===== src/rtl/qspi_flash_responder.sv =====
// qspi_flash_responder
//   Synthesizable SPI/QSPI flash target. Answers Standard (0x03), Dual Output
//   (0x3B) and Quad Output (0x6B) reads plus die-select (0xC2). spi_clk, cs_n
//   and io_in are oversampled in the system_clk domain; read data is fetched
//   from a backing memory with a one-cycle read latency.
// Ports:
//   system_clk, system_reset : single clock, synchronous active-high reset
//   spi_clk, spi_cs_n, io_in : initiator pins (mode 0, spi_clk <= system_clk/8)
//   io_out, io_oe            : pad drive values and per-pin output enables
//   mem_rd_en, mem_addr      : one-cycle read strobe and byte address
//   mem_rd_data              : read data, valid one cycle after mem_rd_en
//   die_sel                  : current die, written by 0xC2
//   busy                     : high whenever the FSM is not IDLE
module qspi_flash_responder #(
  parameter int ADDR_W      = 24,
  parameter int DUMMY_CYC   = 8,
  parameter int SYNC_STAGES = 2
) (
  input  logic              system_clk,
  input  logic              system_reset,
  input  logic              spi_clk,
  input  logic              spi_cs_n,
  input  logic [3:0]        io_in,
  output logic [3:0]        io_out,
  output logic [3:0]        io_oe,
  output logic              mem_rd_en,
  output logic [ADDR_W-1:0] mem_addr,
  input  logic [7:0]        mem_rd_data,
  output logic              die_sel,
  output logic              busy
);

  localparam int SH_W    = (ADDR_W > 8) ? ADDR_W : 8;
  localparam int CNT_MAX = (SH_W > DUMMY_CYC) ? SH_W : DUMMY_CYC;
  localparam int CNT_W   = $clog2(CNT_MAX + 1);

  typedef enum logic [2:0] {IDLE, CMD, ADDR, DUMMY, DATA, DIE, IGNORE} state_t;
  typedef enum logic [1:0] {X1, X2, X4} mode_t;

  // Synchronizer chain {io_in, cs_n, spi_clk}. Deliberately not reset: a
  // reset while cs_n is held low must not manufacture a fake cs_n edge.
  logic [SYNC_STAGES-1:0][5:0] sync_q;
  logic [5:0]                  sync_out;
  logic                        sclk_s, cs_s;
  logic [3:0]                  io_s;

  always_ff @(posedge system_clk) begin
    sync_q[0] <= {io_in, spi_cs_n, spi_clk};
    for (int i = 1; i < SYNC_STAGES; i++) sync_q[i] <= sync_q[i-1];
  end

  assign sync_out = sync_q[SYNC_STAGES-1];
  assign sclk_s   = sync_out[0];
  assign cs_s     = sync_out[1];
  assign io_s     = sync_out[5:2];

  // Only io0 is ever sampled.
  logic unused_io;
  assign unused_io = ^io_s[3:1];

  state_t            state;
  mode_t             mode;
  logic              sclk_prev, cs_prev;
  logic [CNT_W-1:0]  bit_cnt;
  logic [SH_W-1:0]   shreg;
  logic [ADDR_W-1:0] cur_addr;
  logic [7:0]        data_buf;   // prefetched byte, captured the cycle after mem_rd_en
  logic              rd_pend;
  logic [7:0]        out_sh;     // remaining bits of the byte being presented
  logic [2:0]        grp;        // group index within the current byte

  logic              rise, fall, cs_fall;
  logic [SH_W-1:0]   shift_in;
  logic [7:0]        src;
  logic [2:0]        grp_last;

  assign rise     = sclk_s & ~sclk_prev;
  assign fall     = ~sclk_s & sclk_prev;
  assign cs_fall  = cs_prev & ~cs_s;
  assign shift_in = {shreg[SH_W-2:0], io_s[0]};
  assign busy     = (state != IDLE);

  always_comb begin
    // Group 0 of every byte comes from the prefetch buffer.
    src = (grp == 3'd0) ? data_buf : out_sh;
    case (mode)
      X1:      grp_last = 3'd7;
      X2:      grp_last = 3'd3;
      default: grp_last = 3'd1;
    endcase
  end

  always_ff @(posedge system_clk) begin
    if (system_reset) begin
      state     <= IDLE;
      mode      <= X1;
      io_out    <= 4'b0000;
      io_oe     <= 4'b0000;
      mem_rd_en <= 1'b0;
      mem_addr  <= '0;
      die_sel   <= 1'b0;
      bit_cnt   <= '0;
      shreg     <= '0;
      cur_addr  <= '0;
      data_buf  <= 8'h00;
      rd_pend   <= 1'b0;
      out_sh    <= 8'h00;
      grp       <= 3'd0;
      // Track the live pin levels so no edge is seen on release.
      sclk_prev <= sclk_s;
      cs_prev   <= cs_s;
    end else begin
      sclk_prev <= sclk_s;
      cs_prev   <= cs_s;
      mem_rd_en <= 1'b0;
      rd_pend   <= mem_rd_en;
      if (rd_pend) data_buf <= mem_rd_data;

      if (state != IDLE && cs_s) begin
        state <= IDLE;
        io_oe <= 4'b0000;
      end else begin
        case (state)
          IDLE: if (cs_fall) begin
            state   <= CMD;
            bit_cnt <= '0;
          end
          CMD: if (rise) begin
            shreg   <= shift_in;
            bit_cnt <= bit_cnt + CNT_W'(1);
            if (bit_cnt == CNT_W'(7)) begin
              bit_cnt <= '0;
              case (shift_in[7:0])
                8'h03:   begin mode <= X1; state <= ADDR; end
                8'h3B:   begin mode <= X2; state <= ADDR; end
                8'h6B:   begin mode <= X4; state <= ADDR; end
                8'hC2:   state <= DIE;
                default: state <= IGNORE;
              endcase
            end
          end
          ADDR: if (rise) begin
            shreg   <= shift_in;
            bit_cnt <= bit_cnt + CNT_W'(1);
            if (bit_cnt == CNT_W'(ADDR_W-1)) begin
              bit_cnt   <= '0;
              cur_addr  <= shift_in[ADDR_W-1:0];
              mem_addr  <= shift_in[ADDR_W-1:0];
              mem_rd_en <= 1'b1;
              grp       <= 3'd0;
              state     <= (mode != X1 && DUMMY_CYC > 0) ? DUMMY : DATA;
            end
          end
          DUMMY: if (rise) begin
            bit_cnt <= bit_cnt + CNT_W'(1);
            if (bit_cnt == CNT_W'(DUMMY_CYC-1)) begin
              bit_cnt <= '0;
              state   <= DATA;
            end
          end
          DATA: if (fall) begin
            case (mode)
              X1: begin
                io_out <= {2'b00, src[7], 1'b0};
                io_oe  <= 4'b0010;
                out_sh <= {src[6:0], 1'b0};
              end
              X2: begin
                io_out <= {2'b00, src[7:6]};
                io_oe  <= 4'b0011;
                out_sh <= {src[5:0], 2'b00};
              end
              default: begin
                io_out <= src[7:4];
                io_oe  <= 4'b1111;
                out_sh <= {src[3:0], 4'b0000};
              end
            endcase
            // Last group out: fetch the next byte now so it lands in
            // data_buf well before the following fall strobe.
            if (grp == grp_last) begin
              grp       <= 3'd0;
              cur_addr  <= cur_addr + ADDR_W'(1);
              mem_addr  <= cur_addr + ADDR_W'(1);
              mem_rd_en <= 1'b1;
            end else begin
              grp <= grp + 3'd1;
            end
          end
          DIE: if (rise) begin
            shreg   <= shift_in;
            bit_cnt <= bit_cnt + CNT_W'(1);
            if (bit_cnt == CNT_W'(7)) begin
              bit_cnt <= '0;
              die_sel <= io_s[0];
              state   <= IGNORE;
            end
          end
          IGNORE: io_oe <= 4'b0000;
          default: state <= IDLE;
        endcase
      end
    end
  end

endmodule


===== config.mk =====
export PLATFORM = sky130hd
export DESIGN_NAME = qspi_flash_responder
export DESIGN_NICKNAME = d
export VERILOG_FILES = /design/src/rtl/qspi_flash_responder.sv
export SDC_FILE = /design/constraint.sdc
export NUM_CORES = 1
export LEC_CHECK = 0
export CAP_MARGIN = 20
export CORE_ASPECT_RATIO = 1.75
export CORE_MARGIN = 2
export CORE_UTILIZATION = 35
export CTS_BUF_LIST = sky130_fd_sc_hd__clkbuf_4
export CTS_CLUSTER_SIZE = 14
export DETAILED_ROUTE_END_ITERATION = 16
export DONT_BUFFER_PORTS = 1
export PLACE_DENSITY = 0.51
export SLEW_MARGIN = 20
export SYNTH_ARGS = -nofsm -noshare
export SYNTH_HDL_FRONTEND = slang
export SYNTH_SLANG_ARGS = --single-unit

===== constraint.sdc =====
create_clock -name system_clk -period 5 [get_ports system_clk]
set_input_delay 1 -clock system_clk [delete_from_list [all_inputs] [get_ports system_clk]]
set_output_delay 1 -clock system_clk [all_outputs]
set_load 0.02 [all_outputs]

======== After elaboration in Yosys (flattened, before gate mapping) ========
Cells that the tools add are included.
cells by class
  bitwise gates (word level) .............. 8
  equal/unequal tests ..................... 26
  $add $sub $neg .......................... 3
  reductions and logical operators ........ 24
  mux-type cells .......................... 41
operators with widths
  kind                   number
  $mux 24                4
  $pmux 24 s2            1
  $mux 3                 14
  $mux 5                 5
  $add 24x1->24 const B  1
  $pmux 4 s2             3
  $ne 2x2->1 const B     11
  $pmux 3 s2             3
  $pmux 3 s6             1
  $pmux 8 s2             1
  $pmux 5 s3             1
  $reduce_and 5->1       3
  $reduce_and 10->1      1
  $eq 3x3->1 const B     3
  $reduce_bool 3->1      3
  $reduce_or 3->1        3
  $eq 8x2->1 const B     1
  $eq 8x6->1 const B     1
  $eq 8x7->1 const B     1
  $eq 8x8->1 const B     1
  $mux 8                 1
  $eq 3x2->1 const B     2
  $logic_not 3->1        2
  $pmux 2 s3             1
  21 further kinds       34
word-level totals
  bits of input ports ..................... 16
  output and inout bits ................... 35
  bits in registers ....................... 95

======== Logic depth before layout (Yosys ltp) ========
Gate-level depths: netlist (run 1).
  word-level depth ........................ 6
  depth in mapped cells ................... 9
  mapped depth without buffers ............ 7

======== Least setup slack after synthesis (run 1) ========
Ideal clock, no wire load.
  path kind ............................... flip-flop to flip-flop
  from .................................... register cur_addr[0]
  to ...................................... register cur_addr[20]
  stages on the path, launching flop included .. 7
  buffers on the path ..................... 0
  slack ................................... 2,758 ps
  arrival ................................. 2,168 ps
  setup time .............................. 74 ps
  required time ........................... 4,926 ps
  cells stage by stage .................... dfxtp_1 -> ha_1 -> nand4_1 -> nor4_1 -> nand3_1 -> or4_1 -> a31oi_1
on the way
  cells in the longest elaborated chain, start to end .. 4
ends and longest elaborated chain
  what                    line  source
  start, declared         66    logic [ADDR_W-1:0] cur_addr;
  start signal, assigned  147   cur_addr <= shift_in[ADDR_W-1:0];
  start signal, assigned  183   cur_addr <= cur_addr + ADDR_W'(1);
  $add 24x1->24           183
  $mux 24                 181   if (grp == grp_last) begin
  $mux 24                 161   DATA: if (fall) begin
  $pmux 24 s2             123   case (state)
Every way passes these cells. The select of a mux whose other input is x is not followed.
A chain may end at the register's enable or synchronous reset.

======== Worst setup path in the final report (run 1) ========
  from .................................... register state[2]
  to ...................................... register cur_addr[23]
on the way
  cells in the longest elaborated chain, start to end .. 4
ends and longest elaborated chain
  what                                                                      line  source
  start, declared                                                           61    state_t state;
  start signal, assigned                                                    151   state <= (mode != X1 && DUMMY_CYC > 0) ? DUMMY : DATA;
  parallel branches: the longest is 4 deep, another holds $reduce_and 6->1  --
Several ways; the timed one is not identified.

==> results.toml, run 1 <==
[drt]
vias = 4071
drc = 0
firstDrtPassIters = 4
via_per_inst = 5.64
wl_per_cell_microns = 16.4
antenna_left = 0
drt-total-wl_microns = 11900
first_iter_violations = 194

[floorplan]
coreArea_sq_um = 12800
start_util_pct = 35.5
die_h_microns = 155
io_pins = 51
die_w_microns = 90.2
dieArea_sq_um = 14000
rows = 55

[layout]
syn_to_final_growth_pct = 5.23
layout-drive-gt1-share_pct = 6.91
nets = 565

[worst_setup_path]
cp-end-kind = "flip-flop"
crit_end = "cur_addr[23]"
r2r-end = "cur_addr[23]"
cp.arrival_ns = 3.27
reg2reg_setup_slack_ns = 2.13
crit_type = "reg -> reg"
r2r-start = "state[2]"
crit_fanout = 42
worst_ep_required_time_ns = 5.41
timing.critical_path.from = "state[2]"
r2r_cells = 6
crit_path_start_kind = "flip-flop"

[synthesis]
synth_edf_count = 0
syn_nets = 592
yosysTopAreaCell = "dfxtp_1"
synthArstFlopShare_pct = 0
synth.top_cells.by_count = "dfxtp_1, nand2_1, a21oi_1"
synth_area_sq_um = 4550
syn_area_per_cell_sq_um = 7.95
ys_seq_area_share_pct = 40.9
synth-seq-cells = 93
post-synth-top-count-cell = "dfxtp_1"
synth_cells = 572
yosysWarnings = 0
ys.flop_type = "dfxtp_1"
synthTopCellsByArea = "dfxtp_1, nand2_1, a21oi_1, mux2i_1, nor2_1"
synth_cell_types = 65
yosysTopAreaCellShare_pct = 40.9

[clock_network]
numCtsBuffers = 9
clk_path_buf_depth = 2
clock_latency_ns = 0.50
cts_tree = "done"
clkTransAtPathRegs_ns = 0.17
cts_setup_buffers = 0
h-tree-depth = 3
cts-hold-fix-buffers = 0
post_cts_resized = 0
cts_sinks = 93
cts-root-buf = "clkbuf_4"

[status]
status = "finished, final reports clean"

[grt]
grt_pass1_wl_microns = 19800
gr-total-overflow = 0
antenna_found_initial = 1
grt_max_degree = 83
grt_pass1_vias = 3973
grt_use_total_pct = 17.3

[place]
post-dp-hpwl_microns = 7850
place.gp.congestion = 0.848
place_ws_ns = 2.15
port-buffer-count = 0

[timing]
period_share_pct = 57.3
rsz0062_at_grt = "no"
fin_crit_ns = 2.87
clock-skew-final_ns = 0.0349
hold_viol = 0
maxSlewViolCount = 0
timing.final.ws_setup_ns = 2.13
setup-tns-final_ns = 0
worst_pin_slew_ns = 1.06
finalSetupViolCount = 0
max_slew_margin_pct = 29.0
clock.fmax_mhz = 349

[pwr]
p_per_area_nw_per_um2 = 272
max-vdd-ir-drop_mv = 0.124
leakagePower_uw = 0.00153

[worst_hold_path]
min_path_type = "reg -> reg"

[flow_run]
cap_violations = 0
worst max-delay path, cell delays in order, from the launching register on:
cell and delay [ns]:
dfxtp_1 0.63, or3b_1 0.39, buf_4 0.27, nor3_4 0.22, a21o_1 0.73, o21ai_0 0.20, a221oi_1 0.32
per-layer routing:
metal / track usage, % / part of all wire, % / vias to the layer above
li1: - / - / 2005
met1: 19.3 / 42 / 1956
met2: 30.5 / 51 / 81
met3: 3.95 / 3.8 / 29
met4: 8.94 / 3.4 / 0
met5: 0 / 0 / -
layout make-up:
cell class / count / area, sq um
fill: 1368 / 8010
multi-input combinational: 427 / 2490
sequential: 93 / 1860
tap: 171 / 214
clock inverter: 7 / 76.3
clock buffer: 9 / 67.6
timing repair buffer: 6 / 45.0
inverter: 8 / 30.0
antenna: 1 / 2.50
registers in the layout (all words and copies together) (netlist names), 3 cells and up:
name and count:
sync_out 3, io_oe 3, bit_cnt 5, state 3, out_sh 7, grp 3, io_out 4, sync_q 3
shreg 23, data_buf 8, cur_addr 24
per-stage QoR:
step / instances / hold slack, ns / util, % / instance area, sq um / power [uW]
after floorplan: 572 / 0.310 / - / 4550 / 868
after global placement: 705 / 0.313 / 36.3 / 4640 / 882
after detailed placement: 705 / 0.321 / 36.3 / 4640 / 883
after CTS: 721 / 0.352 / 37.4 / 4780 / 1320
after global routing: 722 / 0.360 / 37.4 / 4790 / 1360
final: 722 / 0.348 / 37.4 / 4790 / 1300
worst min-delay path by stage:
stage / end / depth (start not counted) / from
floorplan: sync_out[0] / 0 / sync_q[0]
global placement: sync_out[0] / 0 / sync_q[0]
detailed placement: sync_out[2] / 0 / sync_q[2]
CTS: sync_out[2] / 0 / sync_q[2]
global route: sync_out[1] / 0 / sync_q[1]
finish: sync_out[2] / 0 / sync_q[2]
cells in the final DEF, fill, tap and decap left out, types with 11 or more instances in the layout:
cell / Yosys / routed
o21ai_0: 24 / 24
dfxtp_1: 93 / 93
a211oi_1: 12 / 11
nor3_1: 14 / 14
a31oi_1: 14 / 14
a21oi_1: 64 / 64
nand2_1: 88 / 88
nor2_1: 48 / 48
mux2i_1: 19 / 19
nand3_1: 16 / 16
nand2b_1: 11 / 11
cells by family after synthesis:
| family | share of synthesized area [%] |
|---|---|
| simple gates | 27.0 |
| compound gates | 21.2 |
| flops | 40.9 |
| buf+inv | 4.62 |
| mux | 4.68 |
| fa+ha+maj | 1.10 |
| xor+xnor | 0.578 |
power breakdown:
group	total [uW]	switching, uW	internal, uW	leakage, uW
clock	433	312	120	0.0000792
sequential	767	17.3	750	0.000752
combinational	100	63.4	36.7	0.000696
total	1300	393	907	0.00153
(Power assumes the default switching activity.)
==> run 2, diff against run 1 <==
--- a/config.mk
+++ b/config.mk
@@ -5,6 +5,7 @@
 export SDC_FILE = /design/constraint.sdc
 export NUM_CORES = 1
 export LEC_CHECK = 0
+export ABC_AREA = 1
 export CAP_MARGIN = 20
 export CORE_ASPECT_RATIO = 1.75
 export CORE_MARGIN = 2
@@ -13,7 +14,7 @@
 export CTS_CLUSTER_SIZE = 14
 export DETAILED_ROUTE_END_ITERATION = 16
 export DONT_BUFFER_PORTS = 1
-export PLACE_DENSITY = 0.51
+export PLACE_DENSITY = 0.53
 export SLEW_MARGIN = 20
 export SYNTH_ARGS = -nofsm -noshare
 export SYNTH_HDL_FRONTEND = slang
==> constraint.sdc (replaced) <==
create_clock -name system_clk -period 2.59 [get_ports system_clk]
set_input_delay 0.518 -clock system_clk [delete_from_list [all_inputs] [get_ports system_clk]]
set_output_delay 0.518 -clock system_clk [all_outputs]
set_load 0.02 [all_outputs]
==> results.toml, run 2 <==
[worst_setup_path]
crit_top_cell = "nand2_1"
slowest_delay_ns = 0.59
cp.arrival_ns = 2.47
worst_ep_required_time_ns = 2.96
cp-end-kind = "flip-flop"
crit_fanout = 6
cp_slowest_cell = "dfxtp_1"
crit_path_start_kind = "flip-flop"
path_cells = "ha_1, nand2_1, nor2_1, nand2_1, nor2_1, nand2_1, nand3_1, nand3_1, a21oi_2"
crit_type = "reg -> reg"

[timing]
fin_crit_ns = 2.09
clock.fmax_mhz = 478
hold_viol = 0
maxSlewViolCount = 0
rsz0062_at_grt = "no"
period_share_pct = 80.8
setup-tns-final_ns = 0
clock-skew-final_ns = 0.0310
finalSetupViolCount = 0
worst_pin_slew_ns = 0.761
max_slew_margin_pct = 49.1

[synthesis]
synthTopCellsByArea = "dfxtp_1, nand2_1, nor2_1, o21ai_0, inv_1"
yosysWarnings = 0
synth_area_sq_um = 4960
synthArstFlopShare_pct = 0
synth_edf_count = 0
synth_cell_types = 36
syn_area_per_cell_sq_um = 6.79
synth_cells = 730
yosysTopAreaCell = "dfxtp_1"
ys.flop_type = "dfxtp_1"
post-synth-top-count-cell = "nand2_1"
yosysTopAreaCellShare_pct = 37.5
syn_nets = 750
synth.top_cells.by_count = "nand2_1, nor2_1, dfxtp_1"
ys_seq_area_share_pct = 37.5
synth-seq-cells = 93

[layout]
fill_cells = 1541
fin_area_sq_um = 5220
nets = 746
multi_input_area_sq_um = 2600
largest-register = "cur_addr"
final_common_cell = "nand2_1"
final_cell_mix = "nand2_1, nor2_1, dfxtp_1, inv_1, o21ai_0"
seq_area_sq_um = 1860
syn_to_final_growth_pct = 5.22
utilization_pct = 37.7
layout-drive-gt1-share_pct = 10.5
reg_top3 = "cur_addr (24), shreg (23), data_buf (8)"
largest_reg_flops = 24

[pwr]
max-vdd-ir-drop_mv = 0.221
leakagePower_uw = 0.00177
power_uw = 3130
p_per_area_nw_per_um2 = 601

[floorplan]
die_w_microns = 94.0
io_pins = 51
die_h_microns = 161
rows = 57
start_util_pct = 35.8
coreArea_sq_um = 13800
dieArea_sq_um = 15200

[place]
place.gp.congestion = 0.852
port-buffer-count = 0
post-dp-hpwl_microns = 9570
dpl_cell_area_sq_um = 5080

[drt]
drt-met1-wl_microns = 5100
wl_per_cell_microns = 14.0
first_iter_violations = 153
routed-wl-met2_microns = 6770
drc = 0
vias = 4516
top_layer = "met4"
drt-total-wl_microns = 12700
via_per_inst = 4.97
firstDrtPassIters = 4
antenna_left = 0
wl_met3_microns = 463

[clock_network]
post_cts_resized = 0
h-tree-depth = 3
cts_tree = "done"
cts-root-buf = "clkbuf_4"
clk_path_buf_depth = 2
clkTransAtPathRegs_ns = 0.14
cts-hold-fix-buffers = 0
clock_latency_ns = 0.44
cts_sinks = 93
numCtsBuffers = 9
cts_setup_buffers = 0

[grt]
antenna_found_initial = 1
gr-total-overflow = 0
grt_max_degree = 29
grt_use_total_pct = 17.5
grt_pass1_vias = 4465
grt_pass1_wl_microns = 21300

[status]
status = "finished, final reports clean"

[flow_run]
cap_violations = 0

[worst_hold_path]
min_path_type = "in -> reg"
==> run 2: final cells by class <==
type | instances | share of cell area [%]
antenna | 1 | 0.0480
clock buffer | 9 | 1.29
clock inverter | 6 | 1.20
inverter | 82 | 5.95
multi-input combinational | 528 | 49.9
sequential | 93 | 35.7
tap | 177 | 4.24
timing repair buffer | 12 | 1.73
==> run 2: final timing paths <==
check	from	endpoint	slack, ns	cells past startpoint
setup / recovery	cur_addr[0]	cur_addr[16]	0.50	9
hold reg to reg	sync_q[2]	sync_out[2]	0.34	0
hold / removal	io_in[0]	sync_q[2]	0.1	0
setup reg to reg	cur_addr[0]	cur_addr[16]	0.50	9
==> run 2: report_power, final <==
group | internal (uW) | switching [uW] | total [uW] | leakage (uW)
logic | 236 | 501 | 738 | 0.000956
clock network | 288 | 497 | 785 | 0.0000658
registers | 1520 | 91.2 | 1610 | 0.000753
==> run 2: routing by layer <==
metal	track usage [%]	up-vias
met5	0	-
met3	4.01	21
li1	-	2351
met1	18.4	2048
met2	32.2	96
met4	7.71	0
==> run 2: kinds of logic (layout without fill, tap and decap cells) <==
logic type                 after synthesis  count (layout)  synth area share [%]
DFF                                     93              93                  37.5
buffers and inverters                  109             109                  9.99
adders and majority gates                4               4                  1.01
xor gates and xnor gates                 5               5                 0.883
and+or+nand+nor                        352             352                  31.5
AOI/OAI and AO/OA                      167             167                  19.0
other                                    0               1                     0
==> run 2: metrics by stage <==
step / hold slack (ns) / cells / setup slack, ns
2_1_floorplan: 0.310 / 730 / 0.913
3_3_place_gp: 0.317 / 892 / 0.546
3_5_place_dp: 0.314 / 892 / 0.532
4_1_cts: 0.0452 / 907 / 0.493
5_1_grt: 0.0298 / 908 / 0.281
6_report: 0.0959 / 908 / 0.496
==> run 2: critical path: cells and delay by family, from the launching register on <==
kind | cells | cell delay [ns]
AOI/OAI and AO/OA | 1 | 0.13
adders and majority gates | 1 | 0.31
DFF | 1 | 0.59
and+or+nand+nor | 7 | 1.01
==> run 3, diff against run 2 <==
--- a/config.mk
+++ b/config.mk
@@ -5,7 +5,7 @@
 export SDC_FILE = /design/constraint.sdc
 export NUM_CORES = 1
 export LEC_CHECK = 0
-export ABC_AREA = 1
+export ABC_AREA = 0
 export CAP_MARGIN = 20
 export CORE_ASPECT_RATIO = 1.75
 export CORE_MARGIN = 2
@@ -14,7 +14,7 @@
 export CTS_CLUSTER_SIZE = 14
 export DETAILED_ROUTE_END_ITERATION = 16
 export DONT_BUFFER_PORTS = 1
-export PLACE_DENSITY = 0.53
+export PLACE_DENSITY = 0.51
 export SLEW_MARGIN = 20
 export SYNTH_ARGS = -nofsm -noshare
 export SYNTH_HDL_FRONTEND = slang
==> constraint.sdc (replaced) <==
create_clock -name system_clk -period 2.2 [get_ports system_clk]
set_input_delay 0.44 -clock system_clk [delete_from_list [all_inputs] [get_ports system_clk]]
set_output_delay 0.44 -clock system_clk [all_outputs]
set_load 0.02 [all_outputs]
==> results.toml, run 3 (synthesis gave the netlist of run 1 again) <==
[status]
status = "finished, final reports clean"

[clock_network]
cts_setup_buffers = 0
cts-root-buf = "clkbuf_4"
cts_sinks = 93
clk_path_buf_depth = 2
h-tree-depth = 3
clkTransAtPathRegs_ns = 0.16
numCtsBuffers = 9
clock_latency_ns = 0.46
cts_tree = "done"

[grt]
gr-total-overflow = 0
grt_use_total_pct = 18.0
grt_pass1_wl_microns = 20500
antenna_found_initial = 1
grt_pass1_vias = 4184
grt_max_degree = 57

[timing]
clock-skew-final_ns = 0.0238
hold_viol = 0
timing.final.ws_setup_ns = 0.140
finalSetupViolCount = 0
max_slew_margin_pct = 29.9
setup-tns-final_ns = 0
clock.fmax_mhz = 485
worst_pin_slew_ns = 1.05
rsz0062_at_grt = "no"
period_share_pct = 93.6
maxSlewViolCount = 0
fin_crit_ns = 2.06

[place]
place_ws_ns = 0.0921
port-buffer-count = 0
post-dp-hpwl_microns = 8680
place.gp.congestion = 0.852

[worst_setup_path]
cp-end-kind = "flip-flop"
crit_family = "simple AND/OR/NAND/NOR gates"
cp_slowest_cell = "or4_1"
r2r_cells = 6
critPathBufInv = 1
cp.arrival_ns = 2.45
crit_path_start_kind = "flip-flop"
path_cells = "buf_4, or3b_2, a21oi_1, o21bai_2, or4_1, a21oi_1"
crit_type = "reg -> reg"
worst_ep_required_time_ns = 2.59
crit_fanout = 9
cp_num_cells = 6
crit_top_cell = "a21oi_1"
slowest_delay_ns = 0.54

[floorplan]
io_pins = 51
dieArea_sq_um = 14000
die_h_microns = 155
rows = 55
die_w_microns = 90.2
start_util_pct = 35.5
coreArea_sq_um = 12800

[drt]
firstDrtPassIters = 4
vias = 4229
via_per_inst = 5.54
antenna_left = 0
drc = 0
first_iter_violations = 181
wl_per_cell_microns = 16.7
drt-total-wl_microns = 12800

[layout]
fill_cells = 1396
reg_top3 = "cur_addr (24), shreg (23), data_buf (8)"
final_cell_mix = "dfxtp_1, nand2_1, a21oi_1, nor2_1, buf_4"
final_common_cell = "dfxtp_1"
largest_reg_flops = 24
layout-drive-gt1-share_pct = 13.7
largest-register = "cur_addr"
syn_to_final_growth_pct = 13.9
nets = 607

[worst_hold_path]
min_path_type = "in -> reg"
hold_depth = 1

[flow_run]
cap_violations = 0

[pwr]
max-vdd-ir-drop_mv = 0.270
p_per_area_nw_per_um2 = 592
leakagePower_uw = 0.00178
-- run 3: cell types whose count changed in the layout (fill, tap and decap cells not counted), moves of 9 or more --
cell,previous run,this run
o21ai_1,22,0
buf_4,12,41
nand2b_1,0,11
mux2i_1,0,19
inv_1,74,8
o21ai_0,58,24
nand3_1,37,16
a31oi_1,5,14
nand2_1,169,88
nor2_1,106,48
a21oi_1,52,64
a21oi_2,19,1
-- run 3: layout make-up --
class / count / area [sq um] / share of cell area [%]
tap: 171 / 214 / 4.13
sequential: 93 / 1860 / 35.9
antenna: 1 / 2.50 / 0.0483
clock inverter: 7 / 87.6 / 1.69
timing repair buffer: 48 / 398 / 7.68
multi-input combinational: 427 / 2520 / 48.6
clock buffer: 9 / 67.6 / 1.30
inverter: 8 / 30.0 / 0.579
-- run 3: worst paths after layout --
check               start           to  slack (ns)
max              state[0]   bit_cnt[3]        0.14
min          system_reset  cur_addr[5]        0.05
max reg2reg      state[0]   bit_cnt[3]        0.14
min reg2reg     sync_q[1]  sync_out[1]        0.35
-- run 3: where the power goes --
part,total [uW],leakage (uW),switching [uW],internal (uW)
combinational,305,0.000945,194,111
sequential,1720,0.000752,12.7,1700
clock,1050,0.0000854,668,377
-- run 3: stage by stage --
stage | total power, uW | cells | util (%) | instance area (sq um) | hold WS [ns]
final | 3070 | 764 | 40.5 | 5180 | 0.0496
after global routing | 3210 | 764 | 40.5 | 5180 | 0.00388
after CTS | 3080 | 761 | 40.0 | 5120 | 0.00213
after detailed placement | 2020 | 741 | 38.5 | 4920 | 0.316
after global placement | 2020 | 741 | 38.5 | 4920 | 0.310
after floorplan | 1970 | 572 | - | 4560 | 0.310
-- run 3: layer usage --
layer	wire length [microns]	part of all wire [%]	track usage, %	vias up
met5	0	0	0	-
met4	248	1.9	7.25	0
met3	482	3.8	4.04	20
met2	6940	54	34.4	64
met1	5080	40	18.9	2055
li1	-	-	-	2090
-- run 3: repair_timing --
item	in CTS	in global routing
setup endpoints to repair	0	17
endpoints found under the hold margin	30	26
hold buffers	4	2
gates resized for setup	0	6
